--- src/rtl/boot_loader.sv ---
// boot_loader: streams a boot image into IM/DM over valid/ready and holds the CPU in reset until done.
// Optional macro BOOT_CHECKSUM_EN: the final beat is a checksum of the written words; a mismatch parks in ERR.
module boot_loader #(
    parameter int DATA_W   = 32,
    parameter int IM_AW    = 10,
    parameter int DM_AW    = 10,
    parameter int HOLD_CYC = 4
) (
    input  logic              clk,
    input  logic              rst,
    input  logic              in_valid,
    output logic              in_ready,
    input  logic [DATA_W-1:0] in_data,
    input  logic              in_sel,
    input  logic              in_last,
    input  logic              reload,
    output logic              im_we,
    output logic [IM_AW-1:0]  im_addr,
    output logic [DATA_W-1:0] im_wdata,
    output logic              dm_we,
    output logic [DM_AW-1:0]  dm_addr,
    output logic [DATA_W-1:0] dm_wdata,
    output logic              cpu_rst,
    output logic              load_done,
    output logic              err
);

    // state  | meaning
    // S_IDLE | one cycle after reset before loading starts
    // S_LOAD | accepting stream beats
    // S_HOLD | last beat taken, core kept in reset for HOLD_CYC+1 cycles
    // S_RUN  | core released, load_done high
    // S_ERR  | checksum mismatch, core kept in reset until reload

    localparam int HW = (HOLD_CYC > 0) ? $clog2(HOLD_CYC + 1) : 1;

    typedef enum logic [2:0] {
        S_IDLE = 3'd0,
        S_LOAD = 3'd1,
        S_HOLD = 3'd2,
        S_RUN  = 3'd3
`ifdef BOOT_CHECKSUM_EN
        , S_ERR = 3'd4
`endif
    } state_t;

    state_t          state, state_nxt;
    logic [IM_AW:0]  im_cnt;
    logic [DM_AW:0]  dm_cnt;
    logic [HW-1:0]   hold_cnt;
    logic            accept, data_beat, im_wr, dm_wr, ovf, bad_sum, clr;

`ifdef BOOT_CHECKSUM_EN
    logic [DATA_W-1:0] sum;
`endif

    assign in_ready = (state == S_LOAD);

    always_comb begin
        accept = in_valid && (state == S_LOAD);
`ifdef BOOT_CHECKSUM_EN
        data_beat = accept && !in_last;
        bad_sum   = accept && in_last && (in_data != sum);
        clr       = reload && ((state == S_RUN) || (state == S_ERR));
`else
        data_beat = accept;
        bad_sum   = 1'b0;
        clr       = reload && (state == S_RUN);
`endif
        // counters saturate at DEPTH, so the top bit alone marks a full memory
        im_wr = data_beat && !in_sel && !im_cnt[IM_AW];
        dm_wr = data_beat &&  in_sel && !dm_cnt[DM_AW];
        ovf   = data_beat && (in_sel ? dm_cnt[DM_AW] : im_cnt[IM_AW]);

        state_nxt = state;
        case (state)
            S_IDLE: state_nxt = S_LOAD;
            S_LOAD: begin
                if (accept && in_last) state_nxt = S_HOLD;
`ifdef BOOT_CHECKSUM_EN
                if (bad_sum) state_nxt = S_ERR;
`endif
            end
            S_HOLD: if (hold_cnt == '0) state_nxt = S_RUN;
            default: if (clr) state_nxt = S_LOAD;
        endcase
    end

    always_ff @(posedge clk or posedge rst) begin
        if (rst) state <= S_IDLE;
        else     state <= state_nxt;
    end

    always_ff @(posedge clk or posedge rst) begin
        if (rst) begin
            im_we     <= 1'b0;
            im_addr   <= '0;
            im_wdata  <= '0;
            dm_we     <= 1'b0;
            dm_addr   <= '0;
            dm_wdata  <= '0;
            cpu_rst   <= 1'b1;
            load_done <= 1'b0;
            err       <= 1'b0;
            im_cnt    <= '0;
            dm_cnt    <= '0;
            hold_cnt  <= '0;
        end else begin
            cpu_rst   <= (state_nxt != S_RUN);
            load_done <= (state_nxt == S_RUN);
            im_we     <= im_wr;
            dm_we     <= dm_wr;
            if (im_wr) begin
                im_addr  <= im_cnt[IM_AW-1:0];
                im_wdata <= in_data;
            end
            if (dm_wr) begin
                dm_addr  <= dm_cnt[DM_AW-1:0];
                dm_wdata <= in_data;
            end
            if (clr) begin
                im_cnt <= '0;
                dm_cnt <= '0;
                err    <= 1'b0;
            end else begin
                if (im_wr) im_cnt <= im_cnt + (IM_AW+1)'(1);
                if (dm_wr) dm_cnt <= dm_cnt + (DM_AW+1)'(1);
                if (ovf || bad_sum) err <= 1'b1;
            end
            if (state != S_HOLD && state_nxt == S_HOLD) hold_cnt <= HW'(HOLD_CYC);
            else if (state == S_HOLD && hold_cnt != '0)  hold_cnt <= hold_cnt - HW'(1);
        end
    end

`ifdef BOOT_CHECKSUM_EN
    always_ff @(posedge clk or posedge rst) begin
        if (rst)                 sum <= '0;
        else if (clr)            sum <= '0;
        else if (im_wr || dm_wr) sum <= sum + in_data;
    end
`endif

endmodule

--- config.mk ---
export PLATFORM = sky130hd
export DESIGN_NAME = boot_loader
export DESIGN_NICKNAME = d
export VERILOG_FILES = /design/src/rtl/boot_loader.sv
export SDC_FILE = /design/constraint.sdc
export NUM_CORES = 1
export LEC_CHECK = 0
export BUFFER_PORTS_ARGS = -buffer_cell sky130_fd_sc_hd__buf_4
export CAP_MARGIN = 15
export CORE_MARGIN = 3
export CORE_UTILIZATION = 45
export DETAILED_ROUTE_END_ITERATION = 8
export GPL_TIMING_DRIVEN = 0
export PLACE_DENSITY = 0.76
export SLEW_MARGIN = 20
export SYNTH_ARGS = -nofsm -noshare
export SYNTH_HDL_FRONTEND = slang
export SYNTH_SLANG_ARGS = --single-unit
--- constraint.sdc ---
create_clock -name clk -period 3.7 [get_ports clk]
set_input_delay 0 -clock clk [delete_from_list [all_inputs] [get_ports clk]]
set_output_delay 0 -clock clk [all_outputs]
set_load 0.01 [all_outputs]
==> reports/results.txt, run 1 <==
Status = completed
Violation count after the first detailed-route iteration = 260
Internal power = 3831 uW
GRT Total Usage = 0.2163
CP Capture Type = register
Peak supply drop = 0.0003284 V
Worst-path fanout max = 7
Setup TNS = 0 ns
Seq pwr share = 0.364
Initial Util = 0.4726
Die height = 108.2 um
Worst EP required = 4.14 ns
Top post-synthesis cells by area = dfrtp_1 62%, mux2_2 12%, nand2_1 8.7%
TritonCTS Sinks = 117
Maximum clock insertion buffer count = 2
DRC Markers = 0
Fraction of registers with async set/reset = 1.000
Post-Synth XOR/XNOR Area = 0.02234
Die ar. = 11720 sq um
CTS tree = yes
NetSw = 1646 uW
Clock root buffer = clkbuf_8
Mux contribution to synthesized area = 0.1242
Num CTS Buffers = 17
Netlist cell types = 40
First drt pass iteration count = 4
Sw Ratio = 0.3005
R2R depth = 5
Post-synthesis adder-cell area fraction = 0.01064
ANT nets after route = 0
Hold Fails Final Rpt = 0
RSZ-0062 raised after global routing = no
Post-DP HPWL = 7.758 mm
Combinational Power Share = 0.315
Setup violations, final = 0
Dpl cell area = 5857 sq um
DRT Wirelength = 12.15 mm
#FFs+latches synth = 117
Crit path DAT = 2.40 ns
Hold Path End = dm_cnt[2]
Die width = 108.2 um
First-pass GRT wire length = 19.34 mm
Fraction of layout cells with a size suffix above 1 = 0.3794
Placeable Area = 9955 sq um
DR vias/cell = 5.033
Critical path type = reg2reg
Worst r2r src = state[1]
Seq/Total Area, Yosys = 0.6226
Hold Crit Start = in_valid
Hold path depth = 4
Synth Instances = 404
Clock power frac = 0.321
Synth Area in Compound Gates = 0.03378
Fin crit share = 0.5306
Vias = 3704
Design Area, Final = 6872 sq um
Top Ports = 128
R2R Setup Slk = 1.74 ns
H-tree depth = 4
Post-synth EDFFs = 0
Worst slew pin tran = 0.7535 ns
Pwr Density = 797.1 nW/um^2
Placer Congestion = 0.8371
CP max stage cell = dlygate4sd3_1
Worst hold margin = 0.08869 ns
Crit path time final = 1.963 ns
Worst-path cell chain = nand4bb_1 -> o21ai_0 -> nor2_1 -> dlygate4sd3_1 -> o21bai_1
Layout Nets = 630
Area Overhead vs Synth = 46.06%
Initial antenna violation count = 0
Synth warn = 0
CTS resizes = 0
Post-Syn Area = 4705 sq um
Main combinational cell family by area after synthesis = simple AND/OR/NAND/NOR gates
Worst-path clk slew = 0.06 ns
Core Rows = 36
I/O Buffers = 127
Max Cap Violations = 0
Drt wl/cell = 16.50 um
Total global routing overflow = 0
Tot Pwr = 5478 uW
Largest net degree at the start of global routing = 66
Vias in the first global route = 3894
Slew headroom = 0.4958
Top-area cell type share of the netlist area = 0.6170
Hold Crit Class = in2reg
Mean Syn Cell Area = 11.64 sq um
Area leader, netlist = dfrtp_1
Crit path largest cell delay = 0.57 ns
Static Leakage = 0.003481 uW
Peak Freq = 509.3 MHz
Setup crit start kind = register
Setup bufs post-CTS = 0
Worst skew pair latency = 0.51 ns
Fin. max-slew vios = 0
Clock skew = 0.006518 ns
Main synth FF type = dfrtp_1
Synth Area in Simple Gates = 0.1598
Worst reg2reg endpoint = cpu_rst
Syn Nets = 446
-- metal layers --
| metal | wire [um] | vias to the layer above | GRT usage |
|---|---|---|---|
| met5 | 0 | - | 0 |
| met4 | 422 | 0 | 0.1181 |
| met3 | 670 | 31 | 0.05672 |
| met2 | 6259 | 120 | 0.3619 |
| met1 | 4794 | 1812 | 0.2544 |
| li1 | - | 1741 | - |
-- sequential cells by signal, summed over array words and instances (netlist names), 3 cells and up --
name / flops
dm_cnt: 11
im_cnt: 11
im_addr: 10
dm_wdata: 32
im_wdata: 32
hold_cnt: 3
dm_addr: 10
state: 3
-- cells by family (layout without fill, tap and decap cells) --
kind of cell | Yosys count | count (layout)
and+or+nand+nor | 169 | 169
DFF | 117 | 117
muxes | 52 | 52
AOI/OAI and AO/OA | 25 | 25
buffers and inverters | 25 | 222
xor gates and xnor gates | 12 | 12
adders and majority gates | 4 | 4
other | 0 | 2
-- metrics by stage --
stage | worst slack [ns] | cells | util
floorplan | 0.6009 | 404 | -
global placement | -0.5827 | 664 | 0.5851
detailed placement | 1.740 | 665 | 0.5884
CTS | 1.723 | 734 | 0.6898
global route | 1.566 | 734 | 0.6898
finish | 1.737 | 736 | 0.6903
-- timing repair --
action / 4_1_cts / 5_1_grt
endpoints found under the hold margin: 140 / 0
hold buffers: 37 / 0
setup endpoints to repair: 0 / 0
-- synth_stat cells (all sizes together), types with 5 or more instances --
library cell / instances
xor2: 8
inv: 7
dfrtp: 116
clkbuf: 5
mux2: 51
nand2: 110
nand4: 6
buf: 13
a21oi: 6
o21ai: 6
nor2: 20
nand3: 10
-- layout make-up --
class,count,area [sq um]
diodes,2,5.005
plain buffers,18,98.84
clock buffers,23,466.7
clock inverters,9,172.7
fillers,688,3083
inverters,7,31.28
multi-input cells,262,1650
flip-flops and latches,117,2929
well taps,133,166.4
repair buffers,165,1351
-- cell usage in the layout (no fill, tap or decap), types with 5 or more instances in the layout --
cell type      synthesis  final
mux2_2                51     51
nand2_1              109    109
xor2_1                 8      8
nor2_1                20     20
clkbuf_16              0     16
a21oi_1                6      6
clkbuf_1               5      8
nand4_1                6      6
inv_1                  6      5
o21ai_0                6      6
buf_4                  6    133
dfrtp_1              116    116
buf_2                  7      7
dlygate4sd3_1          0     37
bufinv_16              0      5
nand3_1               10     10
-- critical path, delay by kind of cell, from the launching register on --
family	cells	cell delay [ns]
flip-flops	1	0.44
buffers and inverters	1	0.57
AO/OA/AOI/OAI	2	0.44
AND/OR/NAND/NOR	2	0.44
-- worst max-delay path by stage --
stage                      end  slack (ns)  startpoint
detailed placement   im_cnt[5]        1.74    state[2]
floorplan           dm_addr[0]        0.60         rst
global route         im_cnt[5]        1.57    state[2]
finish                 cpu_rst        1.74    state[1]
CTS                  im_cnt[5]        1.72    state[2]
global placement     load_done       -0.58         rst
-- power by group through the flow --
| stage | Clock, uW | Combinational [uW] | Sequential, uW |
|---|---|---|---|
| after floorplan | 0 | 634 | 2150 |
| after CTS | 1790 | 1730 | 1980 |
| final | 1760 | 1730 | 1990 |
| after detailed placement | 0 | 1690 | 2000 |
| after global placement | 0 | 1640 | 1970 |
| after global routing | 1850 | 1890 | 2040 |
No activity file was read; power rests on OpenSTA's default activity.
==> run 2, diff against run 1 <==
Clock period 3.7 ns to 1.9 ns, I/O delays scaled along.
==> reports/results.txt, run 2 (synthesis gave the netlist of run 1 again) <==
Status = completed
Violation count after the first detailed-route iteration = 202
Fraction of layout cells with a size suffix above 1 = 0.3924
Vias = 3717
Clock root buffer = clkbuf_8
Peak Freq = 536.1 MHz
Largest net degree at the start of global routing = 34
Worst EP required = 2.27 ns
Buf/Inv on CP = 3
R2R depth = 6
Worst-path clk slew = 0.06 ns
Design Area, Final = 6869 sq um
R2R Setup Slk = 0.03 ns
Fillers = 697
CP max stage cell = dfrtp_1
Fin crit share = 0.9818
Total global routing overflow = 0
Fin. max-slew vios = 0
First drt pass iteration count = 4
Setup violations, final = 0
Worst reg2reg endpoint = dm_wdata[30]
Hold Crit Class = in2reg
Setup crit start kind = register
Num CTS Buffers = 17
TritonCTS Sinks = 117
DR vias/cell = 5.043
Pwr Density = 1495 nW/um^2
Initial antenna violation count = 0
Max Cap Violations = 0
First-pass GRT wire length = 19.24 mm
GRT Total Usage = 0.2116
Worst path most repeated cell = buf_4
DRC Markers = 0
Setup bufs post-CTS = 0
Initial Util = 0.4726
Layout Nets = 633
Hold Path End = dm_cnt[2]
Tot Pwr = 10270 uW
Clock skew = 0.01689 ns
Crit path time final = 1.865 ns
Top flop regs = dm_wdata: 32 flops, im_wdata: 32 flops
Peak supply drop = 0.0006875 V
Post-DP HPWL = 8.023 mm
Multi-input gate area = 1653 sq um
Dpl cell area = 5916 sq um
DRT Wirelength = 12.11 mm
Levels on crit path = 6
Commonest non-fill, non-tap cell in the layout = buf_4
Die ar. = 11720 sq um
Placer Congestion = 0.7969
Drt wl/cell = 16.42 um
Vias in the first global route = 3967
Hold Fails Final Rpt = 0
H-tree depth = 4
Worst r2r src = state[0]
CP top delay family = buffers and inverters
I/O Buffers = 127
Hold Crit Start = in_valid
Top Ports = 128
Final setup margin = 0.03459 ns
Worst slew pin tran = 0.5609 ns
Crit path largest cell delay = 0.43 ns
Core Rows = 36
Crit path DAT = 2.24 ns
Sequential Area = 2930 sq um
Placeable Area = 9955 sq um
Most frequent cells in the layout = 134 x buf_4, 115 x dfrtp_1, 109 x nand2_1
Hold path depth = 4
Slew headroom = 0.6261
Maximum clock insertion buffer count = 2
CTS tree = yes
Critical path type = reg2reg
Number of antenna diodes = 0
CP Capture Type = register
Static Leakage = 0.003465 uW
Die height = 108.2 um
Worst-path fanout max = 10
Area Overhead vs Synth = 46.01%
Dpl ws = -0.03184 ns
Worst-path cell chain = and4bb_2 -> buf_4 -> nand3b_1 -> buf_4 -> buf_4 -> mux2_2
ANT nets after route = 0
Setup TNS = 0 ns
Worst skew pair latency = 0.51 ns
Die width = 108.2 um
RSZ-0062 raised after global routing = yes
-- run 2: changes by cell type in the layout (fill, tap and decap cells not counted), moves of 2 or more --
cell        previous run  this run
buf_12                 0         3
bufinv_16              5         1
clkbuf_1               8         4
clkbuf_4               0         3
clkinvlp_4             1         4
buf_2                  7         3
clkinv_4               0         4
inv_6                  1         3
diode_2                2         0
-- run 2: worst reg2reg max path, cell delays in order, from the launching register on --
cell      delay (ns)
dfrtp_1         0.43
and4bb_2        0.26
buf_4           0.16
nand3b_1        0.09
buf_4           0.20
buf_4           0.23
mux2_2          0.36
-- run 2: timing repair --
item | CTS | global route
endpoints found under the setup margin | 32 | 41
resized for setup | 2 | 7
hold buffers | 37 | 0
endpoints found under the hold margin | 178 | 0
pin swaps | 0 | 0
cloned | 0 | 0
-- run 2: area by class of cell --
| class | count | area share |
|---|---|---|
| sequential | 117 | 0.4266 |
| multi-input combinational | 262 | 0.2406 |
| timing repair buffer | 168 | 0.2055 |
| clock buffer | 19 | 0.06430 |
| tap | 133 | 0.02423 |
| clock inverter | 13 | 0.01803 |
| buffer | 18 | 0.01603 |
| inverter | 7 | 0.004736 |
-- run 2: metal layers --
metal	vias up	wire length (um)	track usage
li1	1736	-	-
met1	1837	4753	0.2511
met2	122	6406	0.3708
met3	22	669	0.05254
met4	0	275	0.08115
met5	-	0	0
-- run 2: worst max path at each step --
stage	from	end	slack, ns
after floorplan	state[0]	dm_wdata[0]	0.24
after global placement	rst	load_done	-0.22
after detailed placement	state[2]	dm_cnt[8]	-0.03
after CTS	state[1]	im_wdata[4]	0.01
after global routing	state[0]	dm_wdata[27]	-0.002
final	state[0]	dm_wdata[30]	0.03
-- run 2: power breakdown --
group          switching (uW)  internal [uW]  total (uW)  leakage (uW)
Clock                    1150           1810        2960      0.000271
Combinational            1630           1760        3400       0.00170
Sequential                550           3360        3910       0.00149
Total                    3330           6930       10300       0.00347
-- run 2: through the flow --
step / instances / utilization / hold slack [ns]
global route: 737 / 0.6900 / 0.09311
detailed placement: 668 / 0.5943 / -0.07162
global placement: 664 / 0.5855 / 0.1983
finish: 737 / 0.6900 / 0.06051
floorplan: 404 / - / 0.1054
CTS: 737 / 0.6888 / 0.03443
==> run 3, diff against run 2 <==
Settings changed: ABC_AREA set to 1.
==> reports/results.txt, run 3 <==
Dpl cells = 818
Critical path type = reg2reg
Core Rows = 37
TritonCTS Sinks = 117
Static Leakage = 0.003684 uW
Placer Congestion = 0.8877
DRT Wirelength = 13.30 mm
Die width = 110.7 um
Initial Util = 0.4693
Most numerous cell in the Yosys netlist = nand2_1
Seq pwr share = 0.383
Top post-synthesis cells by area = dfrtp_1 59%, nand2_1 11%, inv_1 5.6%
I/O Buffers = 127
Crit path DAT = 2.07 ns
Peak supply drop = 0.0007444 V
Setup crit start kind = register
#FFs+latches synth = 117
Most frequent cells in the layout = 150 x nand2_1, 127 x buf_4, 116 x dfrtp_1
Peak Freq = 603.4 MHz
Top-area cell type share of the netlist area = 0.5885
Hold Path End = dm_cnt[0]
Setup violations, final = 0
Worst slew pin tran = 0.7006 ns
Area Overhead vs Synth = 42.90%
GRT Total Usage = 0.2206
Seq/Total Area, Yosys = 0.5939
Num CTS Buffers = 17
Die ar. = 12250 sq um
RSZ-0062 raised after global routing = no
R2R Setup Slk = 0.24 ns
NetSw = 3559 uW
Commonest non-fill, non-tap cell in the layout = nand2_1
Worst reg2reg endpoint = dm_wdata[13]
Drt wl/cell = 14.99 um
Worst skew pair latency = 0.51 ns
Largest net degree at the start of global routing = 33
Fraction of layout cells with a size suffix above 1 = 0.2480
Crit path time final = 1.657 ns
R2R depth = 7
Post-synth EDFFs = 0
Netlist cell types = 24
Worst-path fanout max = 10
Die height = 110.7 um
ANT nets after route = 0
Hold Crit Class = in2reg
Main synth FF type = dfrtp_1
Synth top cells by count = 150 x nand2_1, 116 x dfrtp_1, 74 x inv_1
Worst r2r src = state[2]
Maximum clock insertion buffer count = 2
Max Cap Violations = 0
Post-DP HPWL = 9.024 mm
Clock power frac = 0.290
Synth warn = 0
Pwr Density = 1462 nW/um^2
Hold Fails Final Rpt = 0
Top flop regs = dm_wdata: 32 flops, im_wdata: 32 flops
Clock root buffer = clkbuf_8
Status = completed
Initial antenna violation count = 0
Total global routing overflow = 0
Post-Syn Area = 4932 sq um
Clock skew = 0.007492 ns
Vias in the first global route = 4403
Hold Crit Start = reload
Mean Syn Cell Area = 8.935 sq um
Final Non-Filler Cells = 887
DRC Markers = 0
Vias = 4457
Sw Ratio = 0.3455
DR vias/cell = 5.025
Hold path depth = 4
Synth Instances = 552
First-pass GRT wire length = 21.90 mm
Slew headroom = 0.5320
H-tree depth = 4
CTS tree = yes
Violation count after the first detailed-route iteration = 346
Top Ports = 128
Combinational Power Share = 0.328
Fin crit share = 0.8723
CP Capture Type = register
Syn Nets = 594
Internal power = 6742 uW
Fraction of registers with async set/reset = 1.000
Worst hold margin = 0.1226 ns
Area leader, netlist = dfrtp_1
Worst-path clk slew = 0.06 ns
Placeable Area = 10510 sq um
Fin. max-slew vios = 0
Layout Nets = 779
Worst EP required = 2.32 ns
First drt pass iteration count = 5
Setup bufs post-CTS = 0
[run 3: cell count changes in the layout (fill, tap and decap cells not counted), moves of 25 or more]
cell and delta:
o21ai_0 +49, nand3_1 +25, o21ai_1 +34, nand2_1 +41, mux2_2 -51, inv_1 +68
[run 3: cell families after synthesis]
group           after synthesis  share of synthesized area
fa+ha+maj                     4                    0.01015
flops                       117                     0.5939
compound gates               95                    0.09690
buf+inv                     101                    0.08346
simple gates                229                     0.2050
xor+xnor                      6                    0.01065
[run 3: area by class of cell]
type / instances / area (sq um)
multi-input combinational: 334 / 1592
buffer: 24 / 122.6
tap: 136 / 170.2
fill: 784 / 3461
timing repair buffer: 166 / 1374
clock buffer: 19 / 441.7
sequential: 117 / 2929
clock inverter: 13 / 123.9
inverter: 77 / 292.8
antenna: 1 / 2.502
[run 3: stage by stage]
step / setup TNS (ns) / worst slack (ns) / power [uW] / area [sq um] / utilization
after floorplan: 0 / 0.4691 / 5457 / 4936 / -
after global placement: -23.72 / -0.2086 / 7105 / 6060 / 0.5766
after detailed placement: 0 / 0.2527 / 7245 / 6120 / 0.5823
after CTS: 0 / 0.2262 / 10370 / 7046 / 0.6704
after global routing: 0 / 0.07557 / 10910 / 7046 / 0.6704
final: 0 / 0.2427 / 10300 / 7048 / 0.6707
[run 3: metal layers]
metal	wire, um	global-route usage	share of wire
met1	5631	0.2773	0.42
met2	6609	0.3685	0.50
met3	849	0.06223	0.064
met4	206	0.07307	0.015
met5	0	0	0
[run 3: worst max-delay path: stages (launching register included)]
cell and delay (ns):
dfrtp_1 0.41, inv_2 0.11, nand3_4 0.11, nor2_8 0.14, nand3_1 0.10, buf_2 0.20
clkbuf_1 0.24, o21ai_0 0.25
[run 3: power by group through the flow]
stage	Clock [uW]	Combinational, uW	Sequential, uW
2_1_floorplan	0	1260	4200
3_3_place_gp	0	3200	3900
3_5_place_dp	0	3310	3940
4_1_cts	3050	3400	3920
5_1_grt	3170	3710	4030
6_report	2980	3380	3940
[run 3: worst max path at each step]
stage / slack (ns) / cells after the start / from / endpoint
global route: 0.08 / 7 / state[2] / dm_wdata[26]
global placement: -0.21 / 2 / rst / hold_cnt[0]
detailed placement: 0.25 / 7 / state[2] / dm_wdata[27]
floorplan: 0.47 / 1 / rst / dm_addr[0]
finish: 0.24 / 7 / state[2] / dm_wdata[13]
CTS: 0.23 / 7 / state[2] / dm_wdata[13]
[run 3: what timing repair did]
item | CTS | global route
hold buffers | 36 | 0
gates resized for setup | 0 | 0
hold endpoints to repair | 107 | 0
